## config.mk

```make
export PLATFORM = sky130hd
export DESIGN_NAME = d_phy_lane_receiver_flat
export DESIGN_NICKNAME = d
export VERILOG_FILES = /design/src/rtl/d_phy_pkg.sv /design/src/rtl/d_phy_lane_receiver_if.sv /design/src/rtl/d_phy_lane_receiver.sv /design/src/flat_wrapper.sv
export SDC_FILE = /design/constraint.sdc
export NUM_CORES = 1
export LEC_CHECK = 0
export BUFFER_PORTS_ARGS = -buffer_cell sky130_fd_sc_hd__buf_4
export CORE_MARGIN = 2
export CORE_UTILIZATION = 30
export CTS_CLUSTER_DIAMETER = 80
export DETAILED_ROUTE_END_ITERATION = 8
export GPL_ROUTABILITY_DRIVEN = 0
export PLACE_DENSITY = 0.56
export SLEW_MARGIN = 20
export SYNTH_ARGS = -nofsm -noshare
export SYNTH_HDL_FRONTEND = slang
export SYNTH_SLANG_ARGS = --single-unit
```

## constraint.sdc

```tcl
create_clock -name clock_i -period 1.9 [get_ports clock_i]
set_input_delay 0.285 -clock clock_i [delete_from_list [all_inputs] [get_ports clock_i]]
set_output_delay 0.285 -clock clock_i [all_outputs]
set_load 0.02 [all_outputs]
```

## src/rtl/d_phy_pkg.sv

```systemverilog
// d_phy_pkg: shared constants and lane state type for the D-PHY lane receiver
package d_phy_pkg;
   localparam logic [7:0] SYNC_BYTE_DEFAULT = 8'hB8;
   localparam int BYTE_BITS = 8;
   typedef enum logic {HUNT, RECEIVE} lane_state_t;
endpackage

```

## src/rtl/d_phy_lane_receiver_if.sv

```systemverilog
// d_phy_lane_receiver_if: lane pins in, deserialized byte stream out, for one D-PHY lane
interface d_phy_lane_receiver_if
   import d_phy_pkg::*;
#(
   parameter int W = BYTE_BITS
);
   logic         data_p_i;
   logic         data_n_i;
   logic [W-1:0] data_o;
   logic         enable_o;
   logic         synced_o;
   modport master (output data_p_i, data_n_i, input data_o, enable_o, synced_o);
   modport slave (input data_p_i, data_n_i, output data_o, enable_o, synced_o);
endinterface

```

## src/rtl/d_phy_lane_receiver.sv

```systemverilog
// d_phy_lane_receiver: HS lane deserializer, locks byte alignment on the sync byte.
// Define D_PHY_DIFF_CHECK_EN to drop the lane back to HUNT when data_n != ~data_p.
module d_phy_lane_receiver
   import d_phy_pkg::*;
#(
   parameter int                    DATA_WIDTH = BYTE_BITS,
   parameter logic [DATA_WIDTH-1:0] SYNC_BYTE  = SYNC_BYTE_DEFAULT
) (
   input logic                  clock_i,
   input logic                  reset_ni,
   d_phy_lane_receiver_if.slave lane
);
   localparam int CNT_W = $clog2(DATA_WIDTH);
   lane_state_t           state_q;
   logic [DATA_WIDTH-1:0] shift_q, shift_d, data_q;
   logic [CNT_W-1:0]      cnt_q;
   logic                  enable_q;
   logic                  diff_err;
`ifdef D_PHY_DIFF_CHECK_EN
   assign diff_err = lane.data_n_i == lane.data_p_i;
`else
   assign diff_err = 1'b0;
`endif
   // Newest bit enters at the top so the earliest bit ends up in bit 0.
   assign shift_d = {lane.data_p_i, shift_q[DATA_WIDTH-1:1]};
   always_ff @(posedge clock_i or negedge reset_ni) begin
      if (!reset_ni) begin
         state_q  <= HUNT;
         shift_q  <= '0;
         cnt_q    <= '0;
         data_q   <= '0;
         enable_q <= 1'b0;
      end else begin
         enable_q <= 1'b0;
         if (diff_err) begin
            state_q <= HUNT;
            shift_q <= '0;
            cnt_q   <= '0;
         end else begin
            shift_q <= shift_d;
            if (state_q == HUNT) begin
               if (shift_d == SYNC_BYTE) begin
                  state_q <= RECEIVE;
                  cnt_q   <= '0;
               end
            end else begin
               cnt_q <= cnt_q + 1'b1;
               if (cnt_q == CNT_W'(DATA_WIDTH - 1)) begin
                  data_q   <= shift_d;
                  enable_q <= 1'b1;
               end
            end
         end
      end
   end
   assign lane.data_o   = data_q;
   assign lane.enable_o = enable_q;
   assign lane.synced_o = (state_q == RECEIVE);
endmodule

```

## src/flat_wrapper.sv

```systemverilog
// flat-port wrapper written by rule: the top's interface ports become plain ports
module d_phy_lane_receiver_flat import d_phy_pkg::*;
#(
   parameter int                    DATA_WIDTH = BYTE_BITS,
   parameter logic [DATA_WIDTH-1:0] SYNC_BYTE  = SYNC_BYTE_DEFAULT
)
  (clock_i, reset_ni, lane_data_p_i, lane_data_n_i, lane_data_o, lane_enable_o, lane_synced_o);
  d_phy_lane_receiver_if lane_i ();
  input logic clock_i;
  input logic reset_ni;
  input wire logic [$bits(lane_i.data_p_i)-1:0] lane_data_p_i;
  input wire logic [$bits(lane_i.data_n_i)-1:0] lane_data_n_i;
  output wire logic [$bits(lane_i.data_o)-1:0] lane_data_o;
  output wire logic [$bits(lane_i.enable_o)-1:0] lane_enable_o;
  output wire logic [$bits(lane_i.synced_o)-1:0] lane_synced_o;
  assign lane_i.data_p_i = lane_data_p_i;
  assign lane_i.data_n_i = lane_data_n_i;
  assign lane_data_o = lane_i.data_o;
  assign lane_enable_o = lane_i.enable_o;
  assign lane_synced_o = lane_i.synced_o;
  d_phy_lane_receiver #(.DATA_WIDTH(DATA_WIDTH), .SYNC_BYTE(SYNC_BYTE)) u_core (.clock_i(clock_i), .reset_ni(reset_ni), .lane(lane_i));
endmodule
```

==> impl_metrics.ini, run 1 <==
[pwr]
combPwrFrac_pct = 30.9
vdd_drop_max_mv = 0.589
power_switching_mw = 0.375
pwr-share-seq_pct = 49.6
p_leak_nw = 0.445
switching_share_pct = 30.7
internal_power_mw = 0.847
p_total_mw = 1.22
clkPwrFrac_pct = 19.5
power_density_nw_per_um2 = 1370

[floorplan]
die_area_um2 = 2810
core_um2 = 2230
die_w_um = 53.1
die_h_um = 53.1
ios = 14
initial_core_util_pct = 32.3
rows = 17

[global_route]
grt_pass1_vias = 384
grt_pass1_wl_mm = 1.75
grt_max_degree = 21
grt.total_usage_pct = 9.41
antenna_found_initial = 0
grt_overflow = 0

[clocking]
root_buffer = clkbuf_4
clkTransAtPathRegs_ns = 0.11
cts.sinks = 20
htree_num_levels = 1
cts_resized = 0
cts_buffers = 3
cts_setup_buffers = 0
cts_tree = done
cts_hold_buffers = 1
cts_buffer_depth = 2
insertion_delay_ns = 0.29

[synthesis]
synthAdderAreaFrac_pct = 3.47
synthMuxAreaShare_pct = 12.5
synth-xor-area-share_pct = 0
synth_top_family_by_area = multiplexers
synth-seq-cells = 20
yosysWarnings = 0
postSynthCellCount = 45
synthesis.area_um2 = 722
synthSimpleGateAreaFrac_pct = 12.1
yosysSeqAreaShare_pct = 69.3
syn_area_per_cell_um2 = 16.0
yosysUniqueCellTypes = 13
synth-compound-area-share_pct = 2.08
syn_nets = 51

[sta]
worst_pin_slew_ns = 0.290
setup-tns-final_ns = 0
period_needed_ns = 1.43
finalSetupViolCount = 0
max_freq_ghz = 0.701
rsz0062_at_grt = false
hold_viol = 0
slew_headroom_pct = 80.5
whs_ns = 0.110
slew_viol_final = 0
fin_crit_sh_pct = 75.1
skew_ns = 0.00225

[route]
vias = 406
drt_wl_total_mm = 1.03
drtIter0Drc = 2
dr.pass1.iters = 3
route.detailed.drc = 0
final_antenna_net_count = 0
wl_per_cell_um = 11.5
viasPerCell = 4.51

[layout]
fill_cells = 230
final_common_cell = dfrtp_1
final_nets = 69
antenna_cells = 0
utilization_pct = 40.0
final_cell_mix = 20 x dfrtp_1, 12 x buf_4, 8 x mux2_2, 4 x nand2b_1, 3 x clkbuf_4
area_delta_synth_final_pct = 23.7
drive_above_1_share_pct = 41.9

[min_path]
hold_class = in2reg

[job]
maxCapViolCount = 0

[worst_setup_path]
worst_ep_required_time_ns = 2.09
path_max_fanout = 9
crit_path_start_kind = flop
worstPathArrival_ns = 1.61
end_kind = flop
rrSetupSlack_ns = 0.47
critPathKind = reg2reg

[place]
numPortBuffers = 12
hpwlAfterDp_um = 711

[run_status]
outcome = finished, final reports clean
## path summary, 6_finish.rpt
| path | startpoint | end | depth (start not counted) |
|---|---|---|---|
| worst max-delay path | u_core.cnt_q[0] | u_core.lane.data_o[5] | 4 |
| worst min-delay path | lane_data_p_i | u_core.shift_q[7] | 1 |
| worst max register to register | u_core.cnt_q[0] | u_core.lane.data_o[5] | 4 |
| worst min register to register | u_core.shift_q[4] | u_core.shift_q[3] | 0 |
| max in group asynchronous | reset_ni | u_core.lane.data_o[1] | 2 |
| min in group asynchronous | reset_ni | u_core.lane.data_o[2] | 2 |
## power groups by stage
stage / registers (mW) / logic (mW) / clock network (mW)
global placement: 0.614 / 0.376 / 0
global route: 0.623 / 0.417 / 0.271
CTS: 0.609 / 0.385 / 0.255
finish: 0.607 / 0.378 / 0.238
detailed placement: 0.618 / 0.382 / 0
floorplan: 0.705 / 0.127 / 0
## cell families after synthesis
group	after synthesis
DFF	20
buffers and inverters	1
AOI/OAI and AO/OA	3
and+or+nand+nor	11
adders and majority gates	2
muxes	8
## worst max-delay path, stage by stage (launching register included)
cell	delay [ns]
dfrtp_1	0.41
ha_1	0.21
ha_1	0.21
nand2_4	0.14
mux2_2	0.34
## layer usage
metal / GRT usage (%) / part of all wire (%)
met5: 0 / 0
met4: 5.13 / 1.1
met3: 5.37 / 5.1
met1: 11.5 / 47
met2: 12.9 / 46
## registers in the layout, indices dropped and copies added, names as in the netlist
name / count
u_core.lane.synced_o: 1
u_core.shift_q: 7
u_core.lane.data_o: 8
u_core.cnt_q: 3
u_core.lane.enable_o: 1
## area by class of cell
class | count | area, um2 | share of cell area [%]
sequential | 20 | 500 | 56.0
multi-input combinational | 24 | 218 | 24.4
timing repair buffer | 13 | 100 | 11.2
clock buffer | 4 | 36.3 | 4.06
tap | 28 | 35.0 | 3.92
inverter | 1 | 3.75 | 0.420
## stage by stage
stage,worst slack (ns),instance area [um2],std cells
floorplan,0.566,722,45
global placement,0.496,847,85
detailed placement,0.487,847,85
CTS,0.467,893,90
global route,0.411,893,90
finish,0.473,893,90
## Yosys cell counts
| cell type | n | area, um2 |
|---|---|---|
| dfrtp_1 | 20 | 500 |
| ha_1 | 2 | 25.0 |
| inv_1 | 1 | 3.75 |
| mux2_2 | 8 | 90.1 |
| nand2_1 | 2 | 7.51 |
| nand2_4 | 1 | 11.3 |
| nand2b_1 | 4 | 25.0 |
| nand4b_1 | 1 | 8.76 |
| nor4_4 | 1 | 21.3 |
| o21ai_0 | 1 | 5.00 |
| o21ai_1 | 2 | 10.0 |
| or2_1 | 1 | 6.26 |
| or2b_1 | 1 | 7.51 |
(Power assumes the default switching activity.)
==> run 2: changes to the inputs <==
--- a/config.mk
+++ b/config.mk
@@ -11,7 +11,7 @@
 export CTS_CLUSTER_DIAMETER = 80
 export DETAILED_ROUTE_END_ITERATION = 8
 export GPL_ROUTABILITY_DRIVEN = 0
-export PLACE_DENSITY = 0.56
+export PLACE_DENSITY = 0.57
 export SLEW_MARGIN = 20
 export SYNTH_ARGS = -nofsm -noshare
 export SYNTH_HDL_FRONTEND = slang
==> constraint.sdc (replaced) <==
create_clock -name clock_i -period 1.31 [get_ports clock_i]
set_input_delay 0.1965 -clock clock_i [delete_from_list [all_inputs] [get_ports clock_i]]
set_output_delay 0.1965 -clock clock_i [all_outputs]
set_load 0.02 [all_outputs]
==> run 2 against run 1 <==
Compared with the run above:
- the flow now finishes with violations (setup timing)
- cell area increased by 5.7%
- setup slack worse by 0.50 ns
- sequential power rose by 47%
- critical path type unchanged
- routed wire length increased by 14%
- total power up 51%
- combinational power is 79% higher
- via count up 2.5%
- largest cell class unchanged
- highest routed layer is now met3
- core utilization increased by 2.3 points
==> impl_metrics.ini, run 2 (synthesis gave the netlist of run 1 again) <==
[run_status]
outcome = complete, but fails checks
violations = setup timing

[pwr]
power_density_nw_per_um2 = 1960
p_leak_nw = 0.479
combPwrFrac_pct = 36.7
clkPwrFrac_pct = 15.0
power_switching_mw = 0.577
switching_share_pct = 31.2
pwr-share-seq_pct = 48.3
p_total_mw = 1.85
internal_power_mw = 1.27
vdd_drop_max_mv = 0.981

[floorplan]
initial_core_util_pct = 32.3
die_area_um2 = 2810
die_w_um = 53.1
rows = 17
ios = 14
core_um2 = 2230
die_h_um = 53.1

[sta]
slew_viol_final = 0
skew_ns = 0.00614
finalSetupViolCount = 4
hold_viol = 0
whs_ns = 0.0335
period_needed_ns = 1.34
fin_crit_sh_pct = 102
max_freq_ghz = 0.749
worst_pin_slew_ns = 0.278
rsz0062_at_grt = true
slew_headroom_pct = 81.3
setup_ws_ns = -0.0251

[layout]
antenna_cells = 0
final_cell_mix = 19 x dfrtp_1, 15 x buf_4, 4 x nand2b_1, 4 x mux2_4, 4 x mux2_2
drive_above_1_share_pct = 49.2
fin_area_um2 = 945
area_delta_synth_final_pct = 30.8
utilization_pct = 42.3
largest_reg_flops = 8
final_nets = 73
final_common_cell = dfrtp_1

[place]
hpwlAfterDp_um = 782
place_area_um2 = 857
place_ws_ns = -0.0774
numPortBuffers = 12

[global_route]
grt_overflow = 0
grt.total_usage_pct = 10.2
grt_pass1_vias = 436
grt_pass1_wl_mm = 2.04
grt_max_degree = 21
antenna_found_initial = 0

[clocking]
clkTransAtPathRegs_ns = 0.10
root_buffer = clkbuf_4
cts_buffers = 3
cts_buffer_depth = 2
htree_num_levels = 1
cts.sinks = 20
insertion_delay_ns = 0.29
cts_tree = done

[route]
viasPerCell = 4.47
route.detailed.drc = 0
wl_per_cell_um = 12.7
drtIter0Drc = 1
drt_wl_total_mm = 1.18
dr.pass1.iters = 3
vias = 416
final_antenna_net_count = 0

[worst_setup_path]
path_max_fanout = 5
worstPathArrival_ns = 1.52
worst_ep_required_time_ns = 1.49
rrSetupSlack_ns = -0.03
crit_path_start_kind = flop
critPathKind = reg2reg
end_kind = flop

[min_path]
hold_class = in2reg

[job]
maxCapViolCount = 0
==> run 2: cell types whose count changed in the layout (fill, tap and decap cells not counted) <==
cell	before	now
buf_4	12	15
clkbuf_8	1	0
dfrtp_1	20	19
dfrtp_2	0	1
ha_1	2	0
ha_2	0	1
ha_4	0	1
mux2_2	8	4
mux2_4	0	4
nand2_4	1	2
==> run 2: metal layers <==
layer	up-vias	wire, um	global-route usage [%]
li1	196	-	-
met1	209	524	13.0
met2	11	588	15.8
met5	-	0	0
met3	0	67	5.08
met4	0	0	1.28
==> run 2: layout make-up <==
cell class / instances / area, um2
clock buffers: 3 / 22.5
well taps: 28 / 35.0
inverters: 1 / 3.75
repair buffers: 16 / 123
fillers: 218 / 1290
flip-flops and latches: 20 / 502
multi-input cells: 25 / 259
==> run 2: path summary, 6_finish.rpt <==
path                                   startpoint               endpoint  cells after the start
worst max-delay path              u_core.cnt_q[1]  u_core.lane.data_o[7]                      4
worst min-delay path                lane_data_p_i      u_core.shift_q[7]                      1
worst max register to register    u_core.cnt_q[1]  u_core.lane.data_o[7]                      4
worst min register to register  u_core.shift_q[7]      u_core.shift_q[6]                      0
max in group asynchronous                reset_ni   u_core.lane.synced_o                      2
min in group asynchronous                reset_ni        u_core.cnt_q[0]                      2
==> run 2: metrics by stage <==
step                      instances  setup TNS, ns
after CTS                        92         -0.109
final                            93        -0.0992
after floorplan                  45              0
after detailed placement         86         -0.580
after global placement           86         -0.403
after global routing             93         -0.319
==> run 2: power groups by stage <==
| stage | logic, mW | clock network, mW | registers, mW |
|---|---|---|---|
| 2_1_floorplan | 0.186 | 0 | 1.02 |
| 3_3_place_gp | 0.569 | 0 | 0.889 |
| 3_5_place_dp | 0.582 | 0 | 0.896 |
| 4_1_cts | 0.643 | 0.297 | 0.892 |
| 5_1_grt | 0.744 | 0.319 | 0.917 |
| 6_report | 0.678 | 0.277 | 0.893 |
==> run 2: what timing repair did <==
action / in CTS / in global routing
endpoints found under the setup margin: 8 / 10
gates cloned: 1 / 0
hold buffers: 1 / 0
endpoints found under the hold margin: 20 / 0
gates resized for setup: 4 / 4
pin swaps: 1 / 1
buffers inserted: 1 / 1
==> run 2: critical path, stage by stage (launching register included) <==
cell and delay, ns:
dfrtp_1 0.40, ha_2 0.20, ha_4 0.18, nand2_4 0.11
mux2_2 0.33
